**config.mk**
```make
export PLATFORM = sky130hd
export DESIGN_NAME = bram_fifo_ctrl
export DESIGN_NICKNAME = d
export VERILOG_FILES = /design/src/rtl/bram_fifo_ctrl.sv
export SDC_FILE = /design/constraint.sdc
export NUM_CORES = 1
export LEC_CHECK = 0
export ABC_AREA = 0
export BUFFER_PORTS_ARGS = -buffer_cell sky130_fd_sc_hd__clkbuf_2
export CAP_MARGIN = 40
export CORE_ASPECT_RATIO = 1.25
export CORE_MARGIN = 2
export CORE_UTILIZATION = 44
export DETAILED_ROUTE_END_ITERATION = 8
export PLACE_DENSITY_LB_ADDON = 0.08
export SLEW_MARGIN = 0
export SYNTH_ARGS = -nofsm -noshare
export SYNTH_HDL_FRONTEND = slang
export SYNTH_SLANG_ARGS = --single-unit
```
**constraint.sdc**
```tcl
create_clock -name CLK -period 2.7 [get_ports CLK]
set_input_delay 0.27 -clock CLK [delete_from_list [all_inputs] [get_ports CLK]]
set_output_delay 0.27 -clock CLK [all_outputs]
set_load 0.03 [all_outputs]
```
**src/rtl/bram_fifo_ctrl.sv**
```systemverilog
// bram_fifo_ctrl: valid/ready stream FIFO built around an external dual-port
// block RAM (one write port, one registered read port with 1-cycle latency).
// A 2-entry output buffer absorbs the read latency so dequeue runs at
// 1 word/cycle. Capacity is 2**ADDR_WIDTH + 2 words.
// Optional: define BRAM_FIFO_CTRL_BYPASS_EN to route words that arrive while
// the FIFO is drained of RAM and in-flight data straight into the output
// buffer (empty-FIFO latency 1 cycle instead of 3).
module bram_fifo_ctrl #(
  parameter int ADDR_WIDTH = 4,
  parameter int DATA_WIDTH = 32
) (
  input  logic                  CLK,
  input  logic                  RST,
  input  logic                  in_valid,
  output logic                  in_ready,
  input  logic [DATA_WIDTH-1:0] in_data,
  output logic                  out_valid,
  input  logic                  out_ready,
  output logic [DATA_WIDTH-1:0] out_data,
  output logic [ADDR_WIDTH+1:0] count,
  output logic                  ram_we,
  output logic [ADDR_WIDTH-1:0] ram_wr_addr,
  output logic [DATA_WIDTH-1:0] ram_di,
  output logic                  ram_re,
  output logic [ADDR_WIDTH-1:0] ram_rd_addr,
  input  logic [DATA_WIDTH-1:0] ram_do
);

  localparam logic [ADDR_WIDTH:0] DEPTH = (ADDR_WIDTH+1)'(2**ADDR_WIDTH);

  logic [ADDR_WIDTH-1:0]      wr_ptr, rd_ptr;
  logic [ADDR_WIDTH:0]        ram_cnt;
  logic                       inflight;
  logic [1:0][DATA_WIDTH-1:0] obuf;       // [0] is the head
  logic [1:0]                 obuf_cnt;
  logic [1:0]                 occ;        // obuf entries + read in flight, never above 2
  logic                       enq, deq, wr, issue, push, byp;
  logic [DATA_WIDTH-1:0]      push_data;

  // in_ready depends on registers only, so no out_ready -> in_ready path
  assign in_ready  = (ram_cnt != DEPTH);
  assign out_valid = (obuf_cnt != 2'd0);
  assign out_data  = obuf[0];

  assign occ = obuf_cnt + {1'b0, inflight};
  assign enq = in_valid & in_ready & ~RST;
  assign deq = out_valid & out_ready;

`ifdef BRAM_FIFO_CTRL_BYPASS_EN
  // nothing older sits in RAM or in flight, so going straight to obuf keeps order
  assign byp = enq & (ram_cnt == '0) & ~inflight & ((obuf_cnt != 2'd2) | deq);
`else
  assign byp = 1'b0;
`endif

  assign wr = enq & ~byp;
  // refill obuf while there is room for the returning word, counting a pop this cycle
  assign issue = ~RST & (ram_cnt != '0) & ((occ < 2'd2) | ((occ == 2'd2) & deq));

  // inflight and bypass are mutually exclusive (bypass needs inflight==0)
  assign push      = inflight | byp;
  assign push_data = byp ? in_data : ram_do;

  assign ram_we      = wr;
  assign ram_wr_addr = wr_ptr;
  assign ram_di      = in_data;
  assign ram_re      = issue;
  assign ram_rd_addr = rd_ptr;

  assign count = (ADDR_WIDTH+2)'(ram_cnt) + (ADDR_WIDTH+2)'(inflight)
               + (ADDR_WIDTH+2)'(obuf_cnt);

  // pointers, occupancy counters and the in-flight flag
  always_ff @(posedge CLK) begin
    if (RST) begin
      wr_ptr   <= '0;
      rd_ptr   <= '0;
      ram_cnt  <= '0;
      inflight <= 1'b0;
      obuf_cnt <= 2'd0;
    end else begin
      if (wr)    wr_ptr <= wr_ptr + 1'b1;
      if (issue) rd_ptr <= rd_ptr + 1'b1;
      case ({wr, issue})
        2'b10:   ram_cnt <= ram_cnt + 1'b1;
        2'b01:   ram_cnt <= ram_cnt - 1'b1;
        default: ram_cnt <= ram_cnt;
      endcase
      inflight <= issue;
      case ({push, deq})
        2'b10:   obuf_cnt <= obuf_cnt + 2'd1;
        2'b01:   obuf_cnt <= obuf_cnt - 2'd1;
        default: obuf_cnt <= obuf_cnt;
      endcase
    end
  end

  // output buffer data: pop shifts [1] to head, push lands at the tail
  always_ff @(posedge CLK) begin
    if (deq) begin
      obuf[0] <= (push && obuf_cnt == 2'd1) ? push_data : obuf[1];
      if (push) obuf[1] <= push_data;
    end else if (push) begin
      if (obuf_cnt == 2'd0) obuf[0] <= push_data;
      else                  obuf[1] <= push_data;
    end
  end

endmodule

```
-- Word-level counts from Yosys, hierarchy flattened
Index checks and enable logic that the tools add are counted.
- bits in registers: 80
- bits of input ports: 68
- logic and storage cells: 51
- output and inout bits: 82
- reduce and logical (&&, ||, !) cells: 10
- bitwise gates (word level): 8
- order comparisons: 1
- $add $sub $neg: 9
- mux-type cells: 8
- equal/unequal tests: 8
- operator list (kind ; number):
    32-bit two-way mux ; 4
    64-bit two-way mux ; 2
    5-bit case mux with 2 select lines ; 1
    2-bit nonzero test ; 5
    4-bit by 1-bit adder with 4-bit output (second input constant) ; 2
    5-bit by 1-bit adder with 6-bit output ; 1
    6-bit by 2-bit adder with 6-bit output ; 1
    1-bit bitwise AND ; 6
    2-bit by 1-bit equality test with 1-bit output (second input constant) ; 3
    2-bit equality test (second input constant) ; 3
    5-bit by 1-bit adder with 5-bit output (second input constant) ; 1
    5-bit != test (second input constant) ; 1
    5-bit nonzero test ; 1
    5-bit by 1-bit subtractor with 5-bit output (second input constant) ; 1
    2-bit case mux with 2 select lines ; 1
    2-bit AND reduction ; 2
    2-bit by 1-bit adder with 2-bit output ; 1
    2-bit by 1-bit adder with 2-bit output (second input constant) ; 1
    2-bit zero test ; 1
    2-bit < comparator (second input constant) ; 1
    2-bit != test (second input constant) ; 1
    2-bit by 1-bit subtractor with 2-bit output (second input constant) ; 1
    1-bit logical AND ; 1
    1-bit NOT ; 1
    1-bit bitwise OR ; 1

-- Logic depth before layout (Yosys ltp)
- depth after elaboration: 7
- mapped depth: 11
- gate-level depth less buffers: 11

-- Worst setup path before layout
No wires, ideal clock.
- kind: reg-to-reg
- start point: register obuf_cnt[1]
- end point: register ram_cnt[4]
- cell stages (with the launch flop): 12
- arrival time: 2964 ps
- clock period less this slack: 3034 ps
- library setup time: 70 ps
- buffers on the path: 0
- slack: -334 ps
- data required time: 2630 ps
- cells stage by stage: dfxtp_1 inv_1 ha_1 nor3b_2 o2bb2ai_4 nor2_1 ha_1 ha_1 a21oi_1 a21oi_1 or4_1 a21oi_1
- longest elaborated chain between the ends: 7
- elaborated cells between the ends (all ways): 12
- classes of those cells: add/sub (1); order compare (1); eq/ne (3); mux (1); bitwise (4); reduce/logical (2)
- ends and longest elaborated chain (element ; RTL line ; text):
    from (decl) ; 35 ; logic [1:0] obuf_cnt;
    from (signal assigned) ; 91 ; 2'b10: obuf_cnt <= obuf_cnt + 2'd1;
    from (signal assigned) ; 92 ; 2'b01: obuf_cnt <= obuf_cnt - 2'd1;
    from (signal assigned) ; 93 ; default: obuf_cnt <= obuf_cnt;
    2-bit by 1-bit adder with 2-bit output or 2-bit nonzero test (tied branches) ; 45, 42 ;
    2-bit equality test or 1-bit bitwise AND (tied branches) ; 58, 47 ;
    1-bit bitwise AND ; 58 ; assign issue = ~RST & (ram_cnt != '0) & ((occ < 2'd2) | ((occ == 2'd2) & deq));
    1-bit bitwise OR * ; 58 ;
    1-bit bitwise AND * ; 58 ;
    via ram_re ; 24 ; output logic ram_re,
    2-bit by 1-bit equality test with 1-bit output or 2-bit equality test (tied branches) ; 84 ; case ({wr, issue})
    5-bit case mux with 2 select lines or 2-bit nonzero test (tied branches) ; n/a ;
    to (signal assigned) ; 85 ; 2'b10: ram_cnt <= ram_cnt + 1'b1;
    to (signal assigned) ; 86 ; 2'b01: ram_cnt <= ram_cnt - 1'b1;
    to (signal assigned) ; 87 ; default: ram_cnt <= ram_cnt;
    to (decl) ; 32 ; logic [ADDR_WIDTH:0] ram_cnt;
The timed path passes the listed nets; every way through them passes the cells marked *.
A chain may end at the register's enable or synchronous reset.

-- Worst setup path in the final report
- start point: register ram_cnt[0]
- end point: register ram_cnt[4]
- longest elaborated chain between the ends: 5
- elaborated cells between the ends (all ways): 12
- classes of those cells: add/sub (2); eq/ne (3); mux (1); bitwise (4); reduce/logical (2)
- ends and longest elaborated chain (element ; RTL line):
    5-bit != test or 5-bit nonzero test (tied branches) ; 41, 58
    1-bit bitwise AND, on equally long branches (2 in a row) ; 46, 58
    2-bit by 1-bit equality test with 1-bit output or 2-bit equality test (tied branches) ; 84
    5-bit case mux with 2 select lines or 2-bit nonzero test (tied branches) ; n/a
Several ways; a longest one is shown, not always the timed one.

==> reports/results.ini <==
[logic_synthesis]
ys_seq_area_share_pct=58.16
syn_area_um2=3855
synthDistinctLibCells=36
synth_compound_area_share_pct=3.635
netlist_instances=280
synth-xor-area-share_pct=2.726
synth-simple-area-share_pct=5.193
synth_top_family_by_area=buffers and inverters
yosys_warnings=0
synth-seq-cells=80
synth_mux_area_share_pct=10.13
synth-adder-area-share_pct=5.128
syn_avg_cell_area_um2=13.77
syn_nets=362

[clock_network]
numClockSinks=80
clock_latency_ps=350
root_buffer=clkbuf_8
cts-hold-fix-buffers=0
cts_tree=built
cts_made_buffers=9
clock_path_buffers=2
clk_pin_slew_ps=80
htree_num_levels=3

[timing]
finalWorstSetupSlack_ps=203.3
fin_skew_ps=8.286
hold_viol=0
worst_pin_slew_ps=443.7
setup_viol=0
rsz0062_at_grt=no
fin_tns_setup_ps=0
min_period_over_period_pct=92.47
min_period_ps=2497
finalMaxSlewViolations=0
clock.fmax_ghz=0.4005
relSlewSlack_pct=70.42

[min_path]
holdCritPathClass=input pin to register
worstHoldPathCells=1

[critical_path]
worstPathMaxFanout=5
worstSetupPathType=register to register
required_ps=2980
crit_path_end_kind=register
crit_arrival_ps=2780
worst_r2r_path_depth=9
critPathLaunchType=register

[drt]
drt_iter0_drc=68
wl_per_cell_um=14.06
ant_nets=0
viasPerCell=4.664
vias=2057
drt_pass1_iterations=3
route.detailed.drc=0
wl_um=6199

[power_and_ir_drop]
p_per_area_nw_per_um2=1048
p_leak_nw=1.709
irDropWorstVdd_mv=0.5677

[run_status]
outcome=complete, no violations

[placed_design]
dp_hpwl_um=4294
dp_slack_ps=66.18
gp_congestion=0.7535
port_buffers=85

[layout]
diodes=0
drive_gt1_share_pct=46.11
final_nets=399
areaGrowthSynthToFinish_pct=8.634

[floorplan]
die_h_um=108.7
rows=38
io_pins=150
core_area_um2=8606
die_area_um2=9531
initial_utilization_pct=44.79
fp.dieW_um=87.72

[global_routing]
antenna_found_initial=0
grt_usage_pct=13.48
grt_pass1_vias=2000
grt_overflow=0
grt_pass1_wl_um=9625
grt_max_degree=33

[job]
maxCapViolations=0

[worst paths after layout]
check | start | endpoint | slack (ps)
setup / recovery | ram_cnt[0] | ram_cnt[4] | 200
hold / removal | ram_do[15] | obuf[47] | 110
setup reg to reg | ram_cnt[0] | ram_cnt[4] | 200
hold reg to reg | ram_rd_addr[3] | ram_rd_addr[3] | 490
[logic make-up after synthesis]
logic type	count (synthesis)
buffers and inverters	84
DFF	80
and+or+nand+nor	36
muxes	35
AOI/OAI and AO/OA	19
adders and majority gates	14
xor gates and xnor gates	12
[state kept, by name, summed over array words and instances (netlist names)]
name / flops
ram_wr_addr: 4
obuf_cnt: 2
ram_cnt: 5
obuf: 32
ram_rd_addr: 4
inflight: 1
out_data: 32
[routing by layer]
metal	wire length, µm	track usage (%)	vias to the layer above
li1	-	-	993
met1	2552	15.44	982
met2	3145	22.08	71
met3	355	4.088	11
met4	146	7.912	0
met5	0	0	-
[area by class of cell]
| type | count | area (µm²) |
|---|---|---|
| Fill cell | 788 | 4418 |
| Sequential cell | 80 | 2243 |
| Multi-Input combinational cell | 116 | 1065 |
| Timing Repair Buffer | 97 | 528.0 |
| Tap cell | 120 | 150.1 |
| Clock buffer | 10 | 127.6 |
| Inverter | 13 | 48.80 |
| Clock inverter | 5 | 25.02 |
[synthesized netlist by cell type (all sizes together)]
library cell / n / share of area, %
buf: 68 / 13
edfxtp: 64 / 50
mux2: 32 / 9.3
dfxtp: 16 / 8.3
nor2: 16 / 1.6
inv: 13 / 1.3
ha: 11 / 3.6
a21oi: 8 / 1.0
xnor2: 7 / 1.6
xor2: 5 / 1.1
nand2: 4 / 0.45
nand3: 4 / 0.52
a211oi: 3 / 0.58
clkbuf: 3 / 0.29
fa: 3 / 1.6
mux2i: 3 / 0.78
o21ai: 3 / 0.39
or3: 3 / 0.49
a21o: 2 / 0.42
nor4: 2 / 0.71
and2b: 1 / 0.19
and3: 1 / 0.16
nand2b: 1 / 0.16
nor2b: 1 / 0.16
nor3b: 1 / 0.32
nor4bb: 1 / 0.26
o2111a: 1 / 0.29
o2bb2ai: 1 / 0.71
o31ai: 1 / 0.19
or4: 1 / 0.19
[repair_timing]
item | in CTS | in global routing
endpoints found under the setup margin | 0 | 1
gates resized for setup | 0 | 3
setup buffers | 0 | 0
[power breakdown]
group          leakage, nW  total (mW)  switching (mW)  internal, mW
Clock               0.0770       0.722           0.402         0.319
Combinational        0.912        1.89            1.17         0.724
Sequential           0.720        1.77           0.111          1.66
[stage by stage]
stage / hold slack (ps) / power, mW / cell area, µm² / util, % / std cells
after global placement: 464.3 / 3.699 / 4020 / 46.71 / 426
after floorplan: 368.9 / 3.400 / 3865 / - / 280
after detailed placement: 463.7 / 3.712 / 4020 / 46.71 / 426
final: 108.7 / 4.388 / 4188 / 48.66 / 441
after global routing: 97.90 / 4.676 / 4188 / 48.66 / 441
after CTS: 91.94 / 4.447 / 4173 / 48.49 / 441
[placed cells by master, fill, tap and decap left out, types with 2 or more instances in the layout]
master    instances
clkbuf_2         85
xnor2_1           7
nor2_1           14
clkbuf_8          9
o21ai_0           3
a21oi_1           7
clkinv_2          2
xor2_1            5
a211oi_1          3
ha_1             10
edfxtp_1         64
inv_1            13
nand2_1           3
or3_1             3
mux2_1            3
mux2_2           29
nand3_1           4
fa_1              3
dfxtp_1          15
buf_4            11
clkinv_1          2
nor2_4            2
mux2i_1           3
[worst max-delay path, cell delays in order, from the launching register on]
cell      delay (ps)
dfxtp_1          390
nor4_4           410
a21oi_1          140
nand2b_1         170
ha_4             190
ha_1             270
a21oi_2          160
a21oi_1           90
or4_1            460
a21oi_1          140
(Power assumes the default switching activity.)
